[src/rtl/switch_debounce.sv]
// Two-channel switch conditioner: synchronises, debounces and edge-detects raw switch levels.
// Optional macro SWITCH_DEBOUNCE_SYNC3_EN selects a three-flop synchroniser instead of two.
module switch_debounce #(
  parameter int DEBOUNCE_CYCLES = 50000,
  parameter int CNT_W           = 16
) (
  input  logic clk,
  input  logic rst_n,
  input  logic sw_a_raw,
  input  logic sw_b_raw,
  output logic a,
  output logic b,
  output logic a_rise,
  output logic a_fall,
  output logic b_rise,
  output logic b_fall,
  output logic changed,
  output logic stable
);

`ifdef SWITCH_DEBOUNCE_SYNC3_EN
  localparam int SYNC_N = 3;
`else
  localparam int SYNC_N = 2;
`endif

  localparam logic [CNT_W-1:0] CNT_MAX = CNT_W'(DEBOUNCE_CYCLES - 1);

  if (DEBOUNCE_CYCLES < 2 || DEBOUNCE_CYCLES > (2 ** CNT_W) - 1) begin : g_bad_param
    $error("switch_debounce: DEBOUNCE_CYCLES out of range for CNT_W");
  end

  logic [SYNC_N-1:0] sync_a_q;
  logic [SYNC_N-1:0] sync_b_q;
  logic              sync_a;
  logic              sync_b;
  logic [CNT_W-1:0]  cnt_a;
  logic [CNT_W-1:0]  cnt_b;

  assign sync_a = sync_a_q[SYNC_N-1];
  assign sync_b = sync_b_q[SYNC_N-1];

  always_ff @(posedge clk) begin
    if (!rst_n) begin
      sync_a_q <= '0;
      sync_b_q <= '0;
    end else begin
      sync_a_q <= {sync_a_q[SYNC_N-2:0], sw_a_raw};
      sync_b_q <= {sync_b_q[SYNC_N-2:0], sw_b_raw};
    end
  end

  // Any cycle where the synchronised level agrees with the output restarts the count,
  // so only an unbroken run of DEBOUNCE_CYCLES mismatches moves the output.
  always_ff @(posedge clk) begin
    if (!rst_n) begin
      cnt_a  <= '0;
      a      <= 1'b0;
      a_rise <= 1'b0;
      a_fall <= 1'b0;
    end else begin
      a_rise <= 1'b0;
      a_fall <= 1'b0;
      if (sync_a == a) begin
        cnt_a <= '0;
      end else if (cnt_a == CNT_MAX) begin
        cnt_a  <= '0;
        a      <= sync_a;
        a_rise <= sync_a;
        a_fall <= ~sync_a;
      end else begin
        cnt_a <= cnt_a + 1'b1;
      end
    end
  end

  always_ff @(posedge clk) begin
    if (!rst_n) begin
      cnt_b  <= '0;
      b      <= 1'b0;
      b_rise <= 1'b0;
      b_fall <= 1'b0;
    end else begin
      b_rise <= 1'b0;
      b_fall <= 1'b0;
      if (sync_b == b) begin
        cnt_b <= '0;
      end else if (cnt_b == CNT_MAX) begin
        cnt_b  <= '0;
        b      <= sync_b;
        b_rise <= sync_b;
        b_fall <= ~sync_b;
      end else begin
        cnt_b <= cnt_b + 1'b1;
      end
    end
  end

  assign changed = a_rise | a_fall | b_rise | b_fall;
  assign stable  = (sync_a == a) && (sync_b == b);

endmodule

[config.mk]
export PLATFORM = sky130hd
export DESIGN_NAME = switch_debounce
export DESIGN_NICKNAME = d
export VERILOG_FILES = /design/src/rtl/switch_debounce.sv
export SDC_FILE = /design/constraint.sdc
export NUM_CORES = 1
export LEC_CHECK = 0
export ABC_CLOCK_PERIOD_IN_PS = 2700
export CAP_MARGIN = 10
export CELL_PAD_IN_SITES_DETAIL_PLACEMENT = 0
export CELL_PAD_IN_SITES_GLOBAL_PLACEMENT = 1
export CORE_MARGIN = 5
export CORE_UTILIZATION = 44
export DETAILED_ROUTE_END_ITERATION = 10
export PLACE_DENSITY_LB_ADDON = 0.2
export SLEW_MARGIN = 5
export SYNTH_ARGS = -nofsm -noshare
export SYNTH_HDL_FRONTEND = slang
export SYNTH_SLANG_ARGS = --single-unit
[constraint.sdc]
create_clock -name clk -period 2.7 [get_ports clk]
set_clock_uncertainty 0.1 [all_clocks]
set_input_delay 0.54 -clock clk [delete_from_list [all_inputs] [get_ports clk]]
set_output_delay 0.54 -clock clk [all_outputs]
set_load 0.05 [all_outputs]
# After elaboration in Yosys (flattened, before gate mapping)
# Index checks and enable logic that the tools add are counted.
[classes]
add_sub_neg = 2
n_eq_ne = 4
bitwise = 10
n_reduce_logical = 7
[ops]
columns = ["cell", "count"]
rows = [
  ["16-bit by 1-bit adder with 16-bit output (second input constant)", 2],
  ["16-bit equality test (second input constant)", 2],
  ["3-bit OR reduction", 4],
  ["1-bit inverter", 7],
  ["2-bit AND reduction", 2],
  ["1-bit OR", 3],
  ["1-bit equality test", 2],
  ["1-bit logical AND", 1],
]
[word_totals]
ff_bits = 42
inputBits = 4
output_inout_bits = 8
word_cells = 33

# Logic depth before layout (Yosys ltp)
[depth]
depth_word = 3
ltp_mapped = 6
ltp_nobuf = 5

# Worst setup path before layout
# No wires, ideal clock.
[synth_timing]
path_kind = "flip-flop to output port"
start = "register a"
end = "output stable"
arrival_time_ns = 1.575
required_time_ns = 2.060
slack_ns = 0.485
path_stages_with_launch = 3
path_buffers = 0
path_cell_list = "dfxtp_1 xor2_1 nor2_1"
[synth_via]
elab_chain_cells = 2
[synth_lines]
columns = ["element", "line_no", "rtl"]
rows = [
  ["start, declared", "11", "output logic a,"],
  ["start signal, assigned", "68", "a <= sync_a;"],
  ["1-bit equality test", "100", "assign stable = (sync_a == a) && (sync_b == b);"],
  ["1-bit logical AND", "100", ""],
  ["end, declared", "18", "output logic stable"],
]
# Every way passes these cells.

# Worst setup path after layout
[layout_timing]
start = "register a_fall"
end = "output changed"
[layout_via]
elab_chain_cells = 3
[layout_lines]
columns = ["element", "line_no", "rtl"]
rows = [
  ["start, declared", "14", "output logic a_fall,"],
  ["start signal, assigned", "70", "a_fall <= ~sync_a;"],
  ["1-bit OR (3 in series)", "99", "assign changed = a_rise | a_fall | b_rise | b_fall;"],
  ["end, declared", "17", "output logic changed,"],
]
# Every way passes these cells.

==> metrics.txt <==
initial antenna violation count 0; RSZ-0062 raised after global routing no; fill count around 350; footprint of the multi-input gates roughly 870 um^2; Nets 211; total CTS buffers 5; n_diodes 0; H-Tree Depth 2; total gr overflow 0; setup total negative slack 0 ns; die height 73.2 um; Finished Layout Cells approximately 260; Setup WS pre-CTS 0.517 ns; Synth area leader dfxtp_1; row cnt 23; count leader, synth dfxtp_1; Routed Antenna Nets 0; initial core utilization 0.446; Max Slew Vio Count 0; Core Util, Final 0.508; Worst EP required 2.06 ns; Tot Pwr around 0.0011 W; syn nets around 200; Post-CTS Setup Repair Bufs 0; Placed Instances 248; critical path launch point type register; vias in the first global route between 1000 and 1500; Syn Area/Cell 9.25 um^2; first-pass GRT wire length 5350 um; yosys warns 0; top cells by area, synth dfxtp_1, xnor2_1, nor2_1; DRC Markers 0; chip width 73.2 um; number of max-cap violations 0; PostCTS Resize Cnt 0; Worst Tran Pin Value 0.571 ns; setup slack after layout approximately 0.21 ns; Pleak 0.616 nW; Area growth syn-to-layout 14.0%; Top FF cell, synth dfxtp_1; drt total wl 3100 um; Seq/Total Area, Yosys 0.479; top cell type's share of synthesized area 0.479; FF/Latch Area 841 um^2; WS Path Type reg2out; CTS clk-pin slew, worst paths 0.08 ns; clock sink total 42; fin crit share 0.921; clk_lat worst skew 0.29 ns; WL/cell 12.1 um; Initial DRC Count between 50 and 60; synthesized area 1760 um^2; global-route usage over all layers 0.130; Unique masters post-synth 29; die area 5360 um^2; # IOs 12; Commonest cells post-synth dfxtp_1, nor2_1, xnor2_1; port buffer count 11; Hold/Removal Path Class reg2reg; slew margin rel. 0.618; CP arrival approximately 1.9 ns; Reg2Reg Setup Slack approximately 0.61 ns; DR vias 1292; Setup violations, final 0; drt pass-1 iters 4; Hold-fix buffers, CTS 0; PwrDens 528 nW/um^2; Yosys reg bits 42; FFs w/ async S/R, synth 0; fin crit period 2.49 ns; clock root buffer clkbuf_8; final hold violations 0; final estimated routing congestion in global placement 0.786; HPWL Detailed 2270 um; TritonCTS clock tree done; vias per inst 5.05; share of post-route cells with drive strength above 1 0.0631; largest net degree at the start of global routing 17; CP Capture Type output pin; area of the core about 3900 um^2; EDFF count, synth 0; Max clock buf depth 2; VDD IR max 0.000321 V; status finished clean; crit-path max FO 2; Post-Synthesis Cells 190; FMAX ~400 MHz
==> placed cells by master, fill, tap and decap left out, drive strengths merged, types with 3 or more instances in the layout <==
cell type      Yosys  routed
nand3             11      11
xnor2             21      21
dfxtp             42      42
and2               4       4
clkbuf             2       6
clkdlybuf4s50      0      11
inv                6       6
nand4              8       8
nor2              38      38
nor3               6       6
nor3b              4       4
or4                3       3
nor4               9       9
nand2             10      10
xor2               8       8
==> state kept, by name, summed over array words and instances, names as in the netlist <==
signal,cells
cnt_a,16
sync_a_q,2
b,1
b_fall,1
cnt_b,16
a_fall,1
sync_b_q,2
b_rise,1
a,1
a_rise,1
==> layout make-up <==
type / count / area share
Multi-Input combinational cell: 139 / 0.435
Clock inverter: 2 / 0.00625
Tap cell: 50 / 0.0313
Clock buffer: 6 / 0.0413
Inverter: 6 / 0.0113
Sequential cell: 42 / 0.420
Timing Repair Buffer: 11 / 0.0550
==> worst max-delay path, stage by stage (launching register included) <==
cell and delay (ns):
dfxtp_1 0.31, or4_1 0.52, clkdlybuf4s50_1 0.72
==> report_power, final <==
part           switching (W)  internal [W]
sequential        0.00000266      0.000623
combinational      0.0000125    0.00000896
clock               0.000204      0.000205
==> final timing paths <==
path	from	to	depth (start not counted)
max	a_fall$_SDFF_PP0_	changed	2
min	sync_b_q[0]$_SDFF_PN0_	sync_b_q[1]$_SDFF_PN0_	1
max reg2reg	cnt_b[0]$_SDFF_PP0_	cnt_b[7]$_SDFF_PP0_	5
min reg2reg	sync_b_q[0]$_SDFF_PN0_	sync_b_q[1]$_SDFF_PN0_	1
==> through the flow <==
step,area [um^2],hold slack (ns)
6_report,2000,0.338
5_1_grt,2000,0.365
4_1_cts,2000,0.343
3_5_place_dp,1910,0.324
3_3_place_gp,1910,0.316
2_1_floorplan,1760,0.312
==> logic make-up (layout without fill, tap and decap cells) <==
kind of cell	Yosys count	in the layout	share of synthesized area
compound gates	2	2	0.00712
xor+xnor	29	29	0.145
fa+ha+maj	2	2	0.0142
buf+inv	9	25	0.0256
flops	42	42	0.479
mux	2	2	0.0114
simple gates	104	104	0.318
==> routing by layer <==
layer | routed length (um) | track usage
met4 | 52 | 0.0492
met2 | 1540 | 0.222
met3 | 78 | 0.0413
met5 | 0 | 0
met1 | 1420 | 0.149
Note: power is estimated with default switching activity, not from simulation.
==> RTL change 1 (same settings) <==
Register the outputs `changed` and `stable`, cleared by the reset; this adds one clock of latency there. The other outputs are not delayed to match.
--- a/src/rtl/switch_debounce.sv
+++ b/src/rtl/switch_debounce.sv
@@ -96,8 +96,15 @@
     end
   end
 
-  assign changed = a_rise | a_fall | b_rise | b_fall;
-  assign stable  = (sync_a == a) && (sync_b == b);
+  always_ff @(posedge clk) begin
+    if (!rst_n) begin
+      changed <= '0;
+      stable  <= '0;
+    end else begin
+      changed <= a_rise | a_fall | b_rise | b_fall;
+      stable  <= (sync_a == a) && (sync_b == b);
+    end
+  end
 
 endmodule
 
Formal check against the unedited RTL: not equivalent (Yosys sat finds a counterexample within 4 cycles, from zero or initial values and one cycle with rst_n low).
==> RTL change 1 against the original RTL <==
Setup slack improved by 0.31 ns; sequential cell count increased by 2; routed wire length increased by 0.52%; fmax is 14% higher; critical path depth decreased by 1; cell count rose by 1.2%; final area grew 3.2%; core utilization increased by 1.3 points; first-iteration DRC count grew 20%; power rose by 11%; clock power increased by 22%; synthesized area up 2.5%; die area is 2.2% higher; critical path type unchanged; largest cell class is now flip-flops and latches.
==> RTL change 1: results (changes against the original RTL) <==
status completed (unchanged); top cells by area, synth dfxtp_1, xnor2_1, nor2_1, xor2_1, nor4_1 (unchanged); buffer share of cell area 5.33% (was 5.50%); Arr. time, crit path 1.54 ns (was 1.85 ns); multi-input combinational area share 42.3% (was 43.5%); wire length of the first global-routing pass 5670 um (was 5350 um); Mapped Nets 199 (was 196); Slew @ Worst Pin 0.550 ns (was 0.571 ns); WL/cell 12.0 um (was 12.1 um); post-CTS setup buffers 0 (unchanged); FF-to-FF setup slack 0.64 ns (was 0.61 ns); P_sw 0.236 mW (was 0.219 mW); GRT met2 Usage 21.6% (was 22.2%); layout cells sized above 1 6.22% (was 6.31%); clock buf count 5 (was 6); DR WL met3 134 um (was 78 um); fin nets 214 (was 211); Place WS 0.610 ns (was 0.517 ns); GRT Util Overall 13.0% (about the same); via count 1,310 (was 1,292); top flop regs cnt_a (16), cnt_b (16) (unchanged); met3 Use GR 4.19% (was 4.13%); Iteration-0 DRC Markers 65 (was 54); end-of-flow core utilization 52.0% (was 50.8%); multi-input gates 140 (was 139); met2 routed WL 1450 um (was 1540 um); sequential share of the synthesized area 48.9% (was 47.9%); Peak VDD IR 0.303 mV (was 0.321 mV); Leak 0.640 nW (was 0.616 nW); FF+latch area 881 um2 (was 841 um2); global-route met1 utilization 16.0% (was 14.9%); clock network area share 5.63% (was 4.75%); estimated wirelength of the detail-placed design 2330 um (was 2270 um); antenna fix cells 0 (unchanged); CP endpoint a (was changed); Non-clk invs 6 (unchanged); Core Box Area 3970 um2 (was 3940 um2); fill cell count 374 (was 347); Setup crit start a (was a_fall); Worst Path Max Fanout 5 (was 2); max incr delay on CP 0.83 ns (was 0.72 ns); Post-DP Area 1950 um2 (was 1910 um2); clock sinks 44 (was 42); top cells by instance count after synthesis dfxtp_1, nor2_1, xnor2_1 (was dfxtp_1, nor2_1, xnor2_1, nand2_1, nand3_1); r2r endpoint cnt_b[13] (was cnt_b[7]); Routability Congestion 0.774 (was 0.786); Fmax 459 MHz (was 402 MHz); met1 wire length 1490 um (was 1420 um)
==> RTL change 1: changes by cell type after synthesis <==
cell,before,now
nor4_1,9,10
dfxtp_1,42,44
nor3_1,6,7
or4_1,2,1
==> RTL change 1: cells by family (layout without fill, tap and decap cells) <==
logic type	Yosys count	in the layout	synth area share [%]
AO/OA/AOI/OAI	2	2	0.695
XOR/XNOR	29	29	14.1
adder cells (fa/ha/maj)	2	2	1.39
buffers and inverters	9	25	2.50
flip-flops	44	44	48.9
multiplexers	2	2	1.11
AND/OR/NAND/NOR	105	105	31.3
==> RTL change 1: power groups by stage <==
stage / logic (mW) / clock network, mW / registers, mW
floorplan: 0.00999 / 0 / 0.675
global placement: 0.0228 / 0 / 0.671
detailed placement: 0.0231 / 0 / 0.671
CTS: 0.0231 / 0.516 / 0.656
global route: 0.0250 / 0.547 / 0.657
finish: 0.0229 / 0.498 / 0.656
==> RTL change 1: through the flow <==
stage / hold WS [ns] / std cells
5_1_grt: 0.388 / 259
4_1_cts: 0.354 / 259
3_3_place_gp: 0.315 / 251
2_1_floorplan: 0.312 / 193
3_5_place_dp: 0.346 / 251
6_report: 0.352 / 259
==> RTL change 1: worst min path at each step <==
stage           startpoint           to  slack (ns)  depth (start not counted)
6_report       sync_a_q[0]  sync_a_q[1]        0.35                          1
5_1_grt        sync_b_q[0]  sync_b_q[1]        0.39                          1
4_1_cts        sync_a_q[0]  sync_a_q[1]        0.35                          1
3_5_place_dp   sync_b_q[0]  sync_b_q[1]        0.35                          1
3_3_place_gp   sync_b_q[0]  sync_b_q[1]        0.32                          1
2_1_floorplan  sync_a_q[0]  sync_a_q[1]        0.31                          1
==> RTL change 2 (same flow settings) <==
Without the edit above. Change the parameter `CNT_W` from 16 to 17.
--- a/src/rtl/switch_debounce.sv
+++ b/src/rtl/switch_debounce.sv
@@ -2,7 +2,7 @@
 // Optional macro SWITCH_DEBOUNCE_SYNC3_EN selects a three-flop synchroniser instead of two.
 module switch_debounce #(
   parameter int DEBOUNCE_CYCLES = 50000,
-  parameter int CNT_W           = 16
+  parameter int CNT_W           = 17
 ) (
   input  logic clk,
   input  logic rst_n,
Function: no difference found for any inputs over 10 cycles, from zero or initial values and one cycle with rst_n low; that may be too few to reach the edited logic, so the function may still have changed.
==> RTL change 2 against the original RTL <==
Clock power grew 34%; power grew 16%; register-to-register slack gained 0.06 ns; synthesized area grew 8.5%; final area grew 9.3%; via count grew 13%; setup slack gained 0.026 ns; highest routed layer unchanged; largest cell class unchanged; sequential cell count grew 2; routed wire length grew 13%.
==> RTL change 2: results (changes against the original RTL) <==
wire length of the first global-routing pass 6240 um (was 5350 um); Leak 0.673 nW (was 0.616 nW); beginning of the worst hold path sync_a_q[0] (was sync_b_q[0]); fill cell count 409 (was 347); GRT Util Overall 14.4% (was 13.0%); layout cells sized above 1 6.22% (was 6.31%); status completed (unchanged); top cells by area, synth dfxtp_1, xnor2_1, nor2_1, xor2_1, nand3_1 (was dfxtp_1, xnor2_1, nor2_1, xor2_1, nor4_1); top cells by instance count after synthesis dfxtp_1, nor2_1, xnor2_1, nand3_1, nand2_1 (was dfxtp_1, nor2_1, xnor2_1, nand2_1, nand3_1); Initial DRT Pass Iterations 5 (was 4); Place WS 0.559 ns (was 0.517 ns); Distinct cells, synth 35 (was 29); met3 Use GR 4.88% (was 4.13%); Peak VDD IR 0.250 mV (was 0.321 mV); sequential share of the synthesized area 46.2% (was 47.9%); Iteration-0 DRC Markers 102 (was 54); reg2reg start cnt_a[0] (was cnt_b[0]); top flop regs cnt_a (17), cnt_b (17) (was cnt_a (16), cnt_b (16)); WHS Endpoint sync_a_q[1] (was sync_b_q[1]); Mapped Nets 215 (was 196); GRT met2 Usage 21.7% (was 22.2%); Slew @ Worst Pin 0.510 ns (was 0.571 ns); r2r worst-path depth 6 (was 5); Routability Congestion 0.798 (was 0.786); number of global-route vias before repair 1,383 (was 1,216); via count 1,460 (was 1,292); estimated wirelength of the detail-placed design 2500 um (was 2270 um); fin nets 230 (was 211); Arr. time, crit path 1.82 ns (was 1.85 ns); global-route met1 utilization 18.8% (was 14.9%); r2r endpoint cnt_a[11] (was cnt_b[7])
[RTL change 2: where the power goes]
part	leakage, nW	internal, mW	switching, mW
clock network	0.0645	0.326	0.223
logic	0.254	0.0101	0.0143
registers	0.355	0.652	0.00229
[RTL change 2: layout make-up]
| class | count | area share [%] |
|---|---|---|
| sequential | 44 | 40.3 |
| tap | 52 | 2.97 |
| timing repair buffer | 12 | 5.38 |
| multi-input combinational | 153 | 44.2 |
| clock inverter | 1 | 1.37 |
| clock buffer | 7 | 4.41 |
| inverter | 8 | 1.37 |
[RTL change 2: logic make-up after synthesis]
group                      after synthesis  synth area share (%)
AOI/OAI and AO/OA                       14                  6.24
xor gates and xnor gates                27                  12.4
adders and majority gates                2                  1.31
buffers and inverters                   12                  3.02
DFF                                     44                  46.2
muxes                                    1                 0.525
and+or+nand+nor                        109                  30.3
[RTL change 2: per-stage QoR]
step,cell area (um2),util (%),power [mW],cells,hold WS (ns)
after CTS,2190,51.3,1.24,277,0.363
after global placement,2060,48.3,0.693,269,0.339
final,2190,51.3,1.23,277,0.359
after global routing,2190,51.3,1.27,277,0.375
after detailed placement,2060,48.3,0.694,269,0.333
after floorplan,1910,-,0.685,209,0.312
[RTL change 2: layer usage]
metal	wire length, um	vias up	share of wire [%]
li1	-	757	-
met1	1730	672	49
met2	1520	25	43
met3	192	6	5.5
met4	57	0	1.6
met5	0	-	0
[RTL change 2: worst max path at each step]
stage | start | endpoint | slack (ns) | cells after the start
6_report | a_fall | changed | 0.24 | 2
5_1_grt | b | stable | 0.15 | 3
4_1_cts | a_fall | changed | 0.22 | 2
3_5_place_dp | a_fall | changed | 0.56 | 2
3_3_place_gp | a_fall | changed | 0.56 | 2
2_1_floorplan | a | stable | 0.49 | 2
